### config.mk
export PLATFORM = sky130hd
export DESIGN_NAME = seq_alu
export DESIGN_NICKNAME = d
export VERILOG_FILES = /design/src/rtl/seq_alu_pkg.sv /design/src/rtl/seq_alu_iter.sv /design/src/rtl/seq_alu.sv
export SDC_FILE = /design/constraint.sdc
export NUM_CORES = 1
export LEC_CHECK = 0
export CAP_MARGIN = 20
export CELL_PAD_IN_SITES_DETAIL_PLACEMENT = 0
export CELL_PAD_IN_SITES_GLOBAL_PLACEMENT = 1
export CORE_MARGIN = 4
export CORE_UTILIZATION = 50
export DETAILED_ROUTE_END_ITERATION = 10
export GPL_ROUTABILITY_DRIVEN = 0
export PLACE_DENSITY_LB_ADDON = 0.1
export SYNTH_ARGS = -nofsm -noshare
export SYNTH_HDL_FRONTEND = slang
export SYNTH_SLANG_ARGS = --single-unit
### constraint.sdc
create_clock -name clk -period 7 [get_ports clk]
set_clock_uncertainty 0.05 [all_clocks]
set_input_delay 1.4 -clock clk [delete_from_list [all_inputs] [get_ports clk]]
set_output_delay 1.4 -clock clk [all_outputs]
set_load 0.01 [all_outputs]
### src/rtl/seq_alu_pkg.sv
// Shared types for the sequential ALU: opcodes, FSM states, flag bundle and
// the rule that decides whether an operation needs the iterative engine.
package seq_alu_pkg;

    localparam int OP_W = 4;

    typedef enum logic [OP_W-1:0] {
        OP_ADD = 4'd0,
        OP_SUB = 4'd1,
        OP_MUL = 4'd2,
        OP_DIV = 4'd3,
        OP_MOD = 4'd4,
        OP_AND = 4'd5,
        OP_OR  = 4'd6,
        OP_XOR = 4'd7,
        OP_SHL = 4'd8,
        OP_SHR = 4'd9
    } op_e;

    typedef enum logic [1:0] {
        IDLE = 2'd0,
        EXEC = 2'd1,
        ITER = 2'd2,
        DONE = 2'd3
    } state_e;

    typedef struct packed {
        logic z;
        logic n;
        logic c;
        logic v;
        logic dz;
    } flags_t;

    // Division by zero is resolved in a single step, so it never starts the engine.
    function automatic logic needs_iter(input logic [OP_W-1:0] op, input logic b_zero);
        return (op == OP_MUL) || (!b_zero && ((op == OP_DIV) || (op == OP_MOD)));
    endfunction

endpackage

### src/rtl/seq_alu_iter.sv
// Iterative engine: unsigned shift-add multiply and restoring divide, one step
// per clock for N clocks; results stay valid after the done pulse.
module seq_alu_iter
    import seq_alu_pkg::*;
#(
    parameter int N     = 8,
    parameter int CNT_W = $clog2(N + 1)
) (
    input  logic            clk,
    input  logic            rst_n,
    input  logic            i_start,
    input  logic [OP_W-1:0] i_op,
    input  logic [N-1:0]    i_a,
    input  logic [N-1:0]    i_b,
    output logic            o_busy,
    output logic            o_done,
    output logic [2*N-1:0]  o_product,
    output logic [N-1:0]    o_quot,
    output logic [N-1:0]    o_rem
);

    logic             r_busy;
    logic             r_done;
    logic             r_is_mul;
    logic [CNT_W-1:0] r_cnt;

    logic [2*N-1:0]   r_acc;
    logic [2*N-1:0]   r_mcand;
    logic [N-1:0]     r_mplier;
    logic [N-1:0]     r_rem;
    logic [N-1:0]     r_quo;
    logic [N-1:0]     r_div;

    logic [N:0]       w_shift;
    logic [N:0]       w_diff;

    always_ff @(posedge clk or negedge rst_n) begin
        if (!rst_n) begin
            r_busy   <= 1'b0;
            r_done   <= 1'b0;
            r_is_mul <= 1'b0;
            r_cnt    <= '0;
        end else begin
            r_done <= 1'b0;
            if (i_start) begin
                r_busy   <= 1'b1;
                r_is_mul <= (i_op == OP_MUL);
                r_cnt    <= '0;
            end else if (r_busy) begin
                if (r_cnt == CNT_W'(N - 1)) begin
                    r_busy <= 1'b0;
                    r_done <= 1'b1;
                end
                r_cnt <= r_cnt + CNT_W'(1);
            end
        end
    end

    // Partial remainder is always below the divisor, so the shifted value fits N+1 bits.
    assign w_shift = {r_rem, r_quo[N-1]};
    assign w_diff  = w_shift - {1'b0, r_div};

    always_ff @(posedge clk) begin
        if (i_start) begin
            r_acc    <= '0;
            r_mcand  <= {{N{1'b0}}, i_a};
            r_mplier <= i_b;
            r_rem    <= '0;
            r_quo    <= i_a;
            r_div    <= i_b;
        end else if (r_busy) begin
            if (r_is_mul) begin
                if (r_mplier[0]) begin
                    r_acc <= r_acc + r_mcand;
                end
                r_mcand  <= r_mcand << 1;
                r_mplier <= r_mplier >> 1;
            end else begin
                r_rem <= w_diff[N] ? w_shift[N-1:0] : w_diff[N-1:0];
                r_quo <= {r_quo[N-2:0], ~w_diff[N]};
            end
        end
    end

    assign o_busy    = r_busy;
    assign o_done    = r_done;
    assign o_product = r_acc;
    assign o_quot    = r_quo;
    assign o_rem     = r_rem;

endmodule

### src/rtl/seq_alu.sv
// Sequential ALU: single-step add/sub/logic/shift, iterative MUL/DIV/MOD,
// valid/ready on both sides, registered result and flags held until consumed.
module seq_alu
    import seq_alu_pkg::*;
#(
    parameter  int N     = 8,
    localparam int CNT_W = $clog2(N + 1)
) (
    input  logic            clk,
    input  logic            rst_n,
    input  logic            in_valid,
    output logic            in_ready,
    input  logic [N-1:0]    a,
    input  logic [N-1:0]    b,
    input  logic [OP_W-1:0] op,
    output logic            out_valid,
    input  logic            out_ready,
    output logic [2*N-1:0]  result,
    output logic            flag_z,
    output logic            flag_n,
    output logic            flag_c,
    output logic            flag_v,
    output logic            flag_dz
);

    state_e          r_state;
    state_e          w_state_nxt;

    logic [N-1:0]    r_a;
    logic [N-1:0]    r_b;
    logic [OP_W-1:0] r_op;

    logic            r_vld_p0;
    logic [2*N-1:0]  r_res_p0;
    flags_t          r_flg_p0;

    logic [2*N-1:0]  r_result;
    flags_t          r_flg;

    logic            w_accept;
    logic            w_start;
    logic            w_load_p0;
    logic            w_b_zero;
    logic            w_eng_busy;
    logic            w_eng_done;
    logic [2*N-1:0]  w_prod;
    logic [N-1:0]    w_quot;
    logic [N-1:0]    w_rem;

    logic [N:0]      w_add;
    logic [N:0]      w_sub;
    logic [N:0]      w_shl;
    logic [2*N-1:0]  w_res;
    flags_t          w_flg;

    assign in_ready  = (r_state == IDLE) && !w_eng_busy;
    assign out_valid = (r_state == DONE);
    assign w_accept  = in_valid && in_ready;
    assign w_start   = w_accept && needs_iter(op, b == '0);
    assign w_b_zero  = (r_b == '0);

    seq_alu_iter #(
        .N     (N),
        .CNT_W (CNT_W)
    ) u_iter (
        .clk       (clk),
        .rst_n     (rst_n),
        .i_start   (w_start),
        .i_op      (op),
        .i_a       (a),
        .i_b       (b),
        .o_busy    (w_eng_busy),
        .o_done    (w_eng_done),
        .o_product (w_prod),
        .o_quot    (w_quot),
        .o_rem     (w_rem)
    );

    always_ff @(posedge clk or negedge rst_n) begin
        if (!rst_n) begin
            r_state <= IDLE;
        end else begin
            r_state <= w_state_nxt;
        end
    end

    always_comb begin
        w_state_nxt = r_state;
        unique case (r_state)
            IDLE:       if (w_accept)  w_state_nxt = w_start ? ITER : EXEC;
            EXEC, ITER: if (r_vld_p0)  w_state_nxt = DONE;
            DONE:       if (out_ready) w_state_nxt = IDLE;
            default:    w_state_nxt = IDLE;
        endcase
    end

    assign w_add = {1'b0, r_a} + {1'b0, r_b};
    assign w_sub = {1'b0, r_a} + {1'b0, ~r_b} + (N + 1)'(1);
    assign w_shl = {1'b0, r_a} << r_b;

    always_comb begin
        w_res = '0;
        w_flg = '0;
        case (r_op)
            OP_ADD: begin
                w_res[N-1:0] = w_add[N-1:0];
                w_flg.c      = w_add[N];
                w_flg.v      = (r_a[N-1] == r_b[N-1]) && (w_add[N-1] != r_a[N-1]);
            end
            OP_SUB: begin
                w_res[N-1:0] = w_sub[N-1:0];
                w_flg.c      = w_sub[N];
                w_flg.v      = (r_a[N-1] != r_b[N-1]) && (w_sub[N-1] != r_a[N-1]);
            end
            OP_MUL: w_res = w_prod;
            OP_DIV: begin
                w_res[N-1:0] = w_b_zero ? {N{1'b1}} : w_quot;
                w_flg.dz     = w_b_zero;
            end
            OP_MOD: begin
                w_res[N-1:0] = w_b_zero ? r_a : w_rem;
                w_flg.dz     = w_b_zero;
            end
            OP_AND: w_res[N-1:0] = r_a & r_b;
            OP_OR:  w_res[N-1:0] = r_a | r_b;
            OP_XOR: w_res[N-1:0] = r_a ^ r_b;
            // Shifting the extended operand puts the last bit out in bit N, including b==N.
            OP_SHL: begin
                if (r_b <= N'(N)) begin
                    w_res[N-1:0] = w_shl[N-1:0];
                    w_flg.c      = w_shl[N];
                end
            end
            OP_SHR: w_res[N-1:0] = r_a >> r_b;
            default: ;
        endcase
        if (r_op <= OP_SHR) begin
            w_flg.z = (r_op == OP_MUL) ? (w_res == '0) : (w_res[N-1:0] == '0);
            w_flg.n = (r_op == OP_MUL) ? w_res[2*N-1] : w_res[N-1];
        end
    end

    assign w_load_p0 = !r_vld_p0 &&
                       ((r_state == EXEC) || ((r_state == ITER) && w_eng_done));

    // Stage p0: operands latched at accept, datapath result captured once per request.
    always_ff @(posedge clk) begin
        if (w_accept) begin
            r_a  <= a;
            r_b  <= b;
            r_op <= op;
        end
        if (w_load_p0) begin
            r_res_p0 <= w_res;
            r_flg_p0 <= w_flg;
        end
    end

    // Stage p1: output registers, loaded on the edge that enters DONE.
    always_ff @(posedge clk or negedge rst_n) begin
        if (!rst_n) begin
            r_vld_p0 <= 1'b0;
            r_result <= '0;
            r_flg    <= '0;
        end else begin
            r_vld_p0 <= w_load_p0;
            if (r_vld_p0) begin
                r_result <= r_res_p0;
                r_flg    <= r_flg_p0;
            end
        end
    end

    assign result  = r_result;
    assign flag_z  = r_flg.z;
    assign flag_n  = r_flg.n;
    assign flag_c  = r_flg.c;
    assign flag_v  = r_flg.v;
    assign flag_dz = r_flg.dz;

endmodule

* Word level (Yosys, flattened, before mapping)
Index checks and enable logic that the tools add are counted.
** Word-level totals
- Register bits :: 136
- Bits in latches :: 0
- RAM bits :: 0
- Memory bits (read-only) :: 0
- Word-level logic and storage cells :: 131
- Memories :: 0
** Cells by class
- Add/subtract/negate cells :: 6
- $mul :: 0
- Div/mod/pow operators :: 0
- $lt $le $gt $ge :: 2
- Equal/unequal tests :: 24
- Shift-type cells :: 2
- Muxes and demuxes :: 33
- Bitwise logic cells :: 6
- Reductions and logical operators :: 30
** Operators with widths (number)
- $mux W8 :: 14
- $pmux W8 S10 :: 1
- $eq A4 B3 Y1 const B :: 6
- $logic_not A8 Y1 :: 3
- $add A8 B8 Y9 :: 2
- $add A16 B16 Y16 :: 1
- $eq A4 B2 Y1 const B :: 4
- $logic_not A16 Y1 :: 1
- $add A9 B1 Y9 const B :: 1
- $mux W1 :: 9
- $shl A8 B8 Y9 :: 1
- $sub A9 B8 Y9 :: 1
- $and A8 B8 Y8 :: 1
- $eq A4 B4 Y1 const B :: 2
- $le A8 B4 Y1 const B :: 1
- $logic_and A1 B1 Y1 :: 8
- $mux W2 :: 4
- $mux W4 :: 2
- $not A8 Y8 :: 1
- $or A8 B8 Y8 :: 1
- $reduce_and A2 Y1 :: 4
- $shr A8 B8 Y8 :: 1
- $xor A8 B8 Y8 :: 1
- $ne A2 B2 Y1 const B :: 3
- other kinds (19) :: 30

* Logic depth before layout (Yosys ltp)
Gate-level depths: netlist (run 1).
- Depth after elaboration :: 8
- Gate-level depth with buffers :: 12
- Depth with buffers taken out :: 11

* Modules after synthesis
A second synthesis (run 1) with hierarchy kept.
** Second synthesis, totals
- Cell total of the unflattened synthesis :: 841
- Area total of the unflattened synthesis :: 8463.1 sq um
** By module, submodules not included
- seq_alu :: instances 1, cells an instance 438, area each 4520.6 sq um, sequential area each 1831.8 sq um
- seq_alu_iter :: instances 1, cells an instance 403, area each 3942.5 sq um, sequential area each 1776.7 sq um

* Worst setup path before layout (run 1)
Ideal clock, no wire load.
- Path type :: input port to flip-flop
- From :: input b[4]
- To :: register u_iter.r_mcand[0], enable pin
- Library setup time :: 0.364 ns
- Arrival :: 3.180 ns
- Data required time :: 6.586 ns
- Slack :: 3.405 ns
- Stages on the path :: 6
- Buffers on the path :: 1
- Path through :: or4_1 -> nor2_1 -> a21oi_1 -> o21ai_1 -> clkbuf_1 -> nand2_1
** Between the ends
- Word-level cells in the longest chain between the ends :: 7
- Elaborated cells between the ends (all ways) :: 8
- Those cells by class :: 8 x reduce/logical
** Ends and longest elaborated chain
- from (decl) :: RTL line seq_alu.sv:14 : input logic [N-1:0] b,
- $logic_not A8 Y1 (*) :: RTL line seq_alu.sv:59 : assign w_start = w_accept && needs_iter(op, b == '0);
- $logic_not A1 Y1 (*) :: RTL line seq_alu_pkg.sv:37 : return (op == OP_MUL) || (!b_zero && ((op == OP_DIV) || (op == OP_MOD)));
- $logic_and A1 B1 Y1 (*) :: RTL line seq_alu_pkg.sv:37
- $logic_or A1 B1 Y1 (*) :: RTL line seq_alu_pkg.sv:37
- $logic_and A1 B1 Y1 (*) :: RTL line seq_alu.sv:59
- $reduce_bool A2 Y1 (no line)
- $reduce_and A2 Y1 (no line) (*)
- to (signal assigned) :: RTL line seq_alu_iter.sv:66 : r_mcand <= {{N{1'b0}}, i_a};
- to (signal assigned) :: RTL line seq_alu_iter.sv:76 : r_mcand <= r_mcand << 1;
- to (decl) :: RTL line seq_alu_iter.sv:28 : logic [2*N-1:0] r_mcand;
Mark *: on every way between the ends. The rest lies on a longest branch, timed or not.
A chain may end at the register's enable or synchronous reset.

* Worst setup path in the final report (run 1)
- From :: input b[0]
- To :: register u_iter.r_quo[0], in the netlist u_iter.o_quot[0], data pin
** Between the ends
- Word-level cells in the longest chain between the ends :: 6
** Ends and longest elaborated chain
- $logic_not A8 Y1 :: RTL line seq_alu.sv:59
- $logic_not A1 Y1 :: RTL line seq_alu_pkg.sv:37
- $logic_and A1 B1 Y1 :: RTL line seq_alu_pkg.sv:37
- $logic_or A1 B1 Y1 :: RTL line seq_alu_pkg.sv:37
- $logic_and A1 B1 Y1 :: RTL line seq_alu.sv:59
- $mux W8 :: RTL line seq_alu_iter.sv:64 : if (i_start) begin
- to (signal assigned) :: RTL line seq_alu_iter.sv:69 : r_quo <= i_a;
- to (signal assigned) :: RTL line seq_alu_iter.sv:80 : r_quo <= {r_quo[N-2:0], ~w_diff[N]};
- to (decl) :: RTL line seq_alu_iter.sv:31 : logic [N-1:0] r_quo;
Every way passes these cells.

==> results of run 1 <==
## layout make-up
cell class	instances	area (sq um)
Timing Repair Buffer	53	513
Sequential cell	136	3610
Fill cell	1429	6640
Inverter	43	161
Clock buffer	18	429
Multi-Input combinational cell	627	4190
Tap cell	216	270
Clock inverter	14	135
## registers in the layout, summed over array words and instances (netlist names), 2 cells and up
register	cells
u_iter.o_quot	8
r_res_p0	16
u_iter.r_mplier	8
r_op	4
u_iter.r_div	8
r_b	8
r_flg_p0	5
u_iter.o_product	16
r_a	8
u_iter.r_mcand	16
u_iter.r_cnt	4
r_state	2
result	16
u_iter.o_rem	8
## cell families (layout without fill, tap and decap cells)
group                    Yosys count  after routing
XOR/XNOR                          20             20
AND/OR/NAND/NOR                  312            312
AO/OA/AOI/OAI                    188            188
adder cells (fa/ha/maj)           57             57
multiplexers                      50             50
flip-flops                       136            136
buffers and inverters             82            128
## power by group through the flow
stage | registers [mW] | clock network (mW) | logic, mW
after floorplan | 1.36 | 0 | 1.17
after global placement | 1.46 | 0 | 1.52
after detailed placement | 1.48 | 0 | 1.57
after CTS | 1.46 | 0.861 | 1.57
after global routing | 1.51 | 0.904 | 1.76
final | 1.47 | 0.849 | 1.57
## worst min-delay path: stages, from the launching register on
cell,delay (ns)
dfxtp_1,0.33
nand2_1,0.06
a21oi_1,0.05
## worst min path at each step
stage               depth (start not counted)               start                  to  slack, ns
finish                                      2  u_iter.r_mcand[13]  u_iter.r_mcand[14]       0.43
global route                                1         r_flg_p0[3]              flag_n       0.44
CTS                                         1         r_flg_p0[0]             flag_dz       0.43
detailed placement                          1         r_res_p0[4]           result[4]       0.41
global placement                            1     u_iter.r_cnt[3]       u_iter.o_done       0.41
floorplan                                   1     u_iter.r_cnt[3]       u_iter.o_done       0.39
## cells in the mapped netlist, types with 5 or more instances
| library cell | n |
|---|---|
| nand2_1 | 131 |
| edfxtp_1 | 73 |
| nor2_1 | 61 |
| a21oi_1 | 53 |
| ha_1 | 53 |
| o21ai_0 | 43 |
| inv_1 | 41 |
| dfxtp_1 | 32 |
| dfrtp_1 | 31 |
| mux2_2 | 23 |
| nand3_1 | 23 |
| clkbuf_1 | 22 |
| mux2i_1 | 22 |
| nor3_1 | 19 |
| and2_1 | 16 |
| a21o_1 | 13 |
| nor2b_1 | 13 |
| xnor2_1 | 13 |
| or3_1 | 9 |
| a211oi_1 | 8 |
| nand2b_1 | 8 |
| xor2_1 | 7 |
| and3_1 | 6 |
| buf_6 | 6 |
| o211ai_1 | 6 |
| o31ai_1 | 6 |
| a211o_1 | 5 |
| buf_1 | 5 |
| o21a_1 | 5 |
| o21ai_1 | 5 |
## routing by layer
metal	routed length, um	part of all wire, %	track usage [%]
met5	0	0	0
met2	9890	46	37.9
met3	1050	4.9	5.27
met1	9620	45	31.7
met4	722	3.4	9.80
==> flow_metrics.tcl, run 1 <==
set metrics [dict create \
    place_ws_ns 2.18 \
    dr.pass1.iters 5 \
    cts.reportedPaths.clkPinSlew_ns 0.06 \
    worst_ep_arrival_time_ns 4.49 \
    drive_gt1_share_pct 9.09 \
    core_region_area_sq_mm 0.0159 \
    setup.worst_path.start "b[0]" \
    status "completed" \
    leakage_nw 3.83 \
    pwr-share-clk_pct 21.8 \
    peakVddDrop_v 0.000199 \
    pwr-share-seq_pct 37.7 \
    post-cts-setup-buffers 0 \
    grt_pass1_vias 6295 \
    p_sw_share_pct 37.6 \
    yosys.area_share.simple_pct 18.1 \
    layoutNonFillerInstCount 1107 \
    die_h_um 136 \
    wl_um 21300 \
    synth_xor_area_share_pct 2.15 \
    synth_area_leaders "edfxtp_1, dfrtp_1, ha_1" \
    maxCapViolations 0 \
    clkSinkCount 136 \
    min_period_ns 4.37 \
    final_area_sq_mm 0.00931 \
    cp.buffers_inverters 4 \
    setup_violations 0 \
    clock_latency_ns 0.41 \
    endpoint_kind "flop" \
    hold_path_class "flop to flop" \
    grt_usage_pct 23.9 \
    htreeDepth 4 \
    num-nets-final 959 \
    place_inst 1074 \
    synth_top_area_cell "edfxtp_1" \
    required_ns 7.12 \
    dieArea_sq_mm 0.0184 \
    p_int_mw 2.43 \
    max-slew-margin-rel_pct 39.2 \
    drt-initial-drc-count 543 \
    holdWs_ns 0.426 \
    cp.depth 10 \
    cts_root_buffer "clkbuf_16" \
    r2r_cells 10 \
    postLayoutSetupSlackWorst_ns 2.63 \
    hold_viol 0 \
    dp_hpwl_um 16200 \
    grt_pass1_wl_um 33600 \
    synthAdderAreaFrac_pct 9.11 \
    cts_tree "done" \
    p_switching_mw 1.46 \
    port_buffers 46 \
    syn-cell-area_sq_mm 0.00816 \
    synthCells 845 \
    layout_commonest_cell "nand2_1" \
    yosysWarnings 0 \
    gr-total-overflow 0 \
    postCtsHoldBufs 0 \
    cts_buffers 17 \
    max_freq_mhz 229 \
    grt_max_degree 37 \
    antenna_found_initial 0 \
    mostFrequentLayoutCells "nand2_1, edfxtp_1, nor2_1, a21oi_1, ha_1" \
    combPwrFrac_pct 40.5 \
    syn_nets 926 \
    route.detailed.drc 0 \
    muxShareOfSynthArea_pct 7.07 \
    vias_per_cell 5.77 \
    rsz0062_at_grt "false" \
    drv_slew 0 \
    pwr_density_cell_mw_per_mm2 418 \
    yosys_most_used_dff "edfxtp_1" \
    synth_compound_area_share_pct 14.8 \
    endpoint "u_iter.o_quot[0]" \
    setup-tns-final_ns 0 \
    row_count 46 \
    ys_ff_latch 136 \
    reg2reg_slack_ns 3.07 \
    crit_slowest_cell "or4_1" \
    cp_max_fo 36 \
    r2r-start "r_b[2]" \
    area_growth_pct 14.1 \
    cpLargestDelayFamily "buffers and inverters" \
    crit_top_cell "buf_4" \
    tightest_slew_ns 0.911 \
    place_area_sq_mm 0.00873 \
    seq_area_frac_synth_pct 44.2 \
    netlist-cell-type-count 74 \
    max_stage_delay_ns 0.59 \
    ant_nets 0 \
    antenna_cells 0 \
    worstReg2RegEnd "r_flg_p0[3]" \
    initial_core_util_pct 51.2 \
    synth_top_area_share_pct 26.9 \
    utilization_pct 58.4 \
    synth-edff-count 73 \
    path_cells "clkdlybuf4s50_1 -> or4_1 -> nor2_1 -> a21oi_1 -> o21ai_2 -> buf_4 -> clkinv_1 -> buf_4 -> and2_1 -> a21o_1" \
    crit_type "primary input to flop" \
    period_share_pct 62.4 \
    ios 47 \
    cts_resized 0 \
    synth_top_family_by_area "simple AND/OR/NAND/NOR gates" \
    async_flop_share_pct 22.8 \
    fp.dieW_um 136 \
    start_kind "primary input" \
    wl_per_cell_um 19.2 \
    synth_area_per_cell_sq_um 9.66 \
    vias 6385 \
    clk_path_buf_depth 2 \
    p_total_mw 3.89 \
]
Power figures use the tool's default switching activity.
==> inputs of run 2 (changes only) <==
--- a/config.mk
+++ b/config.mk
@@ -9,7 +9,7 @@
 export CELL_PAD_IN_SITES_DETAIL_PLACEMENT = 0
 export CELL_PAD_IN_SITES_GLOBAL_PLACEMENT = 1
 export CORE_MARGIN = 4
-export CORE_UTILIZATION = 50
+export CORE_UTILIZATION = 43
 export DETAILED_ROUTE_END_ITERATION = 10
 export GPL_ROUTABILITY_DRIVEN = 0
 export PLACE_DENSITY_LB_ADDON = 0.1
==> constraint.sdc (replaced) <==
create_clock -name clk -period 3.68 [get_ports clk]
set_clock_uncertainty 0.05 [all_clocks]
set_input_delay 0.736 -clock clk [delete_from_list [all_inputs] [get_ports clk]]
set_output_delay 0.736 -clock clk [all_outputs]
set_load 0.01 [all_outputs]
==> run 2 against run 1 <==
Final area grew 2.6%. Critical path type is now flop to flop. Power rose by 96%. Combinational power grew 100%. Critical endpoint is now r_flg_p0[4]. Non-clock buffer count grew 21. Global-route usage fell by 2.5 points. Critical path depth stayed put. Via count increased by 1.1%. Die area up 15%. First-iteration DRC count up 2.4%. Clock power is 110% higher. Sequential cell count unchanged. Final cell count rose by 3.5%.
==> flow_metrics.tcl, run 2 (same netlist as run 1, synthesis figures left out) <==
set metrics [dict create \
    area_growth_pct 17.0 \
    start_kind "flop" \
    grt_pass1_wl_um 35600 \
    crit_type "flop to flop" \
    cts_resized 0 \
    layoutNonFillerInstCount 1146 \
    vias_per_cell 5.63 \
    place_ws_ns 0.343 \
    cp_max_fo 7 \
    pwr_density_cell_mw_per_mm2 799 \
    route.detailed.drc 0 \
    htreeDepth 4 \
    maxCapViolations 0 \
    final_area_sq_mm 0.00955 \
    peakVddDrop_v 0.000371 \
    period_share_pct 90.5 \
    max_freq_mhz 300 \
    row_count 50 \
    status "completed" \
    clock_latency_ns 0.42 \
    worst_ep_arrival_time_ns 3.53 \
    hold_viol 0 \
    pwr-share-clk_pct 23.2 \
    postCtsHoldBufs 0 \
    p_int_mw 4.81 \
    layout_commonest_cell "nand2_1" \
    place_area_sq_mm 0.00893 \
    wl_per_cell_um 19.6 \
    cts_root_buffer "clkbuf_16" \
    holdWs_ns 0.423 \
    leakage_nw 3.96 \
    ios 47 \
    postLayoutSetupSlackWorst_ns 0.349 \
    p_total_mw 7.63 \
    fp.dieW_um 146 \
    mostFrequentLayoutCells "nand2_1, edfxtp_1, nor2_1, a21oi_1, ha_1" \
    place_inst 1113 \
    dr.pass1.iters 5 \
    grt_max_degree 36 \
    vias 6455 \
    cts.reportedPaths.clkPinSlew_ns 0.06 \
    min_period_ns 3.33 \
    clkSinkCount 136 \
    grt_use_met3_pct 3.30 \
    grt_busiest_layer "met2" \
    antenna_cells 0 \
    utilization_pct 51.0 \
    pwr-share-seq_pct 35.6 \
    grt_use_met2_pct 33.9 \
    endpoint_kind "flop" \
    tightest_slew_ns 0.924 \
    die_h_um 146 \
    combPwrFrac_pct 41.3 \
    num-nets-final 980 \
    gr-total-overflow 0 \
    setup-tns-final_ns 0 \
    port_buffers 46 \
    antenna_found_initial 0 \
    rsz0062_at_grt "false" \
    required_ns 3.88 \
    ant_nets 0 \
    post-cts-setup-buffers 0 \
    drv_slew 0 \
    dieArea_sq_mm 0.0212 \
    hold_path_class "flop to flop" \
    initial_core_util_pct 43.6 \
    wl_um 22400 \
    reg2reg_slack_ns 0.35 \
    p_sw_share_pct 36.9 \
    grt_pass1_vias 6258 \
    max-slew-margin-rel_pct 38.3 \
    fillers 1663 \
    path_cells "inv_1 -> ha_1 -> fa_1 -> mux2i_1 -> xnor2_1 -> a22oi_2 -> a21oi_1 -> or4_1 -> or4b_1 -> nor4_2" \
    dp_hpwl_um 17200 \
    grtUsageMet1_pct 29.8 \
    drive_gt1_share_pct 11.2 \
    crit_slowest_cell "or4_1" \
    max_stage_delay_ns 0.59 \
    setup_violations 0 \
    grt_usage_pct 21.4 \
    p_switching_mw 2.82 \
    cts_tree "done" \
    drt-initial-drc-count 556 \
    clk_path_buf_depth 2 \
    core_region_area_sq_mm 0.0187 \
    cts_buffers 17 \
]
## run 2: cell count changes in the layout (fill, tap and decap cells not counted), sizes merged
cell and delta:
buf +21, bufinv +1, clkbuf +2, clkinv -3
clkinvlp +1, inv -1
## run 2: metal layers
layer  vias up  wire length (um)
li1       3137                 -
met1      3101             10500
met2       177             10300
met3        40              1040
met4         0               658
met5         -                 0
## run 2: final timing paths
check,startpoint,to,cells past startpoint
min,r_flg_p0[0],flag_dz,1
max reg2reg,r_a[0],r_flg_p0[4],10
max in group asynchronous,rst_n,u_iter.r_cnt[0],2
min in group asynchronous,rst_n,result[6],2
min reg2reg,r_flg_p0[0],flag_dz,1
max,r_a[0],r_flg_p0[4],10
## run 2: worst max-delay path, delay by kind of cell (launching register included)
kind	cells	cell delay, ns
fa+ha+maj	2	0.65
mux	1	0.18
xor+xnor	1	0.10
flops	1	0.53
compound gates	2	0.27
buf+inv	1	0.11
simple gates	3	1.27
## run 2: power groups by stage
stage | clock network [mW] | registers (mW) | logic [mW]
after floorplan | 0 | 2.59 | 2.23
after global placement | 0 | 2.72 | 3.05
after detailed placement | 0 | 2.74 | 3.12
after CTS | 1.80 | 2.71 | 3.15
after global routing | 1.86 | 2.78 | 3.53
final | 1.77 | 2.71 | 3.15
## run 2: final cells by class
cell class	instances	area, sq um	area share, %
repair buffers	74	683	7.16
clock buffers	20	479	5.02
multi-input cells	627	4190	43.9
flip-flops and latches	136	3610	37.8
well taps	234	293	3.07
inverters	43	161	1.69
clock inverters	12	134	1.40
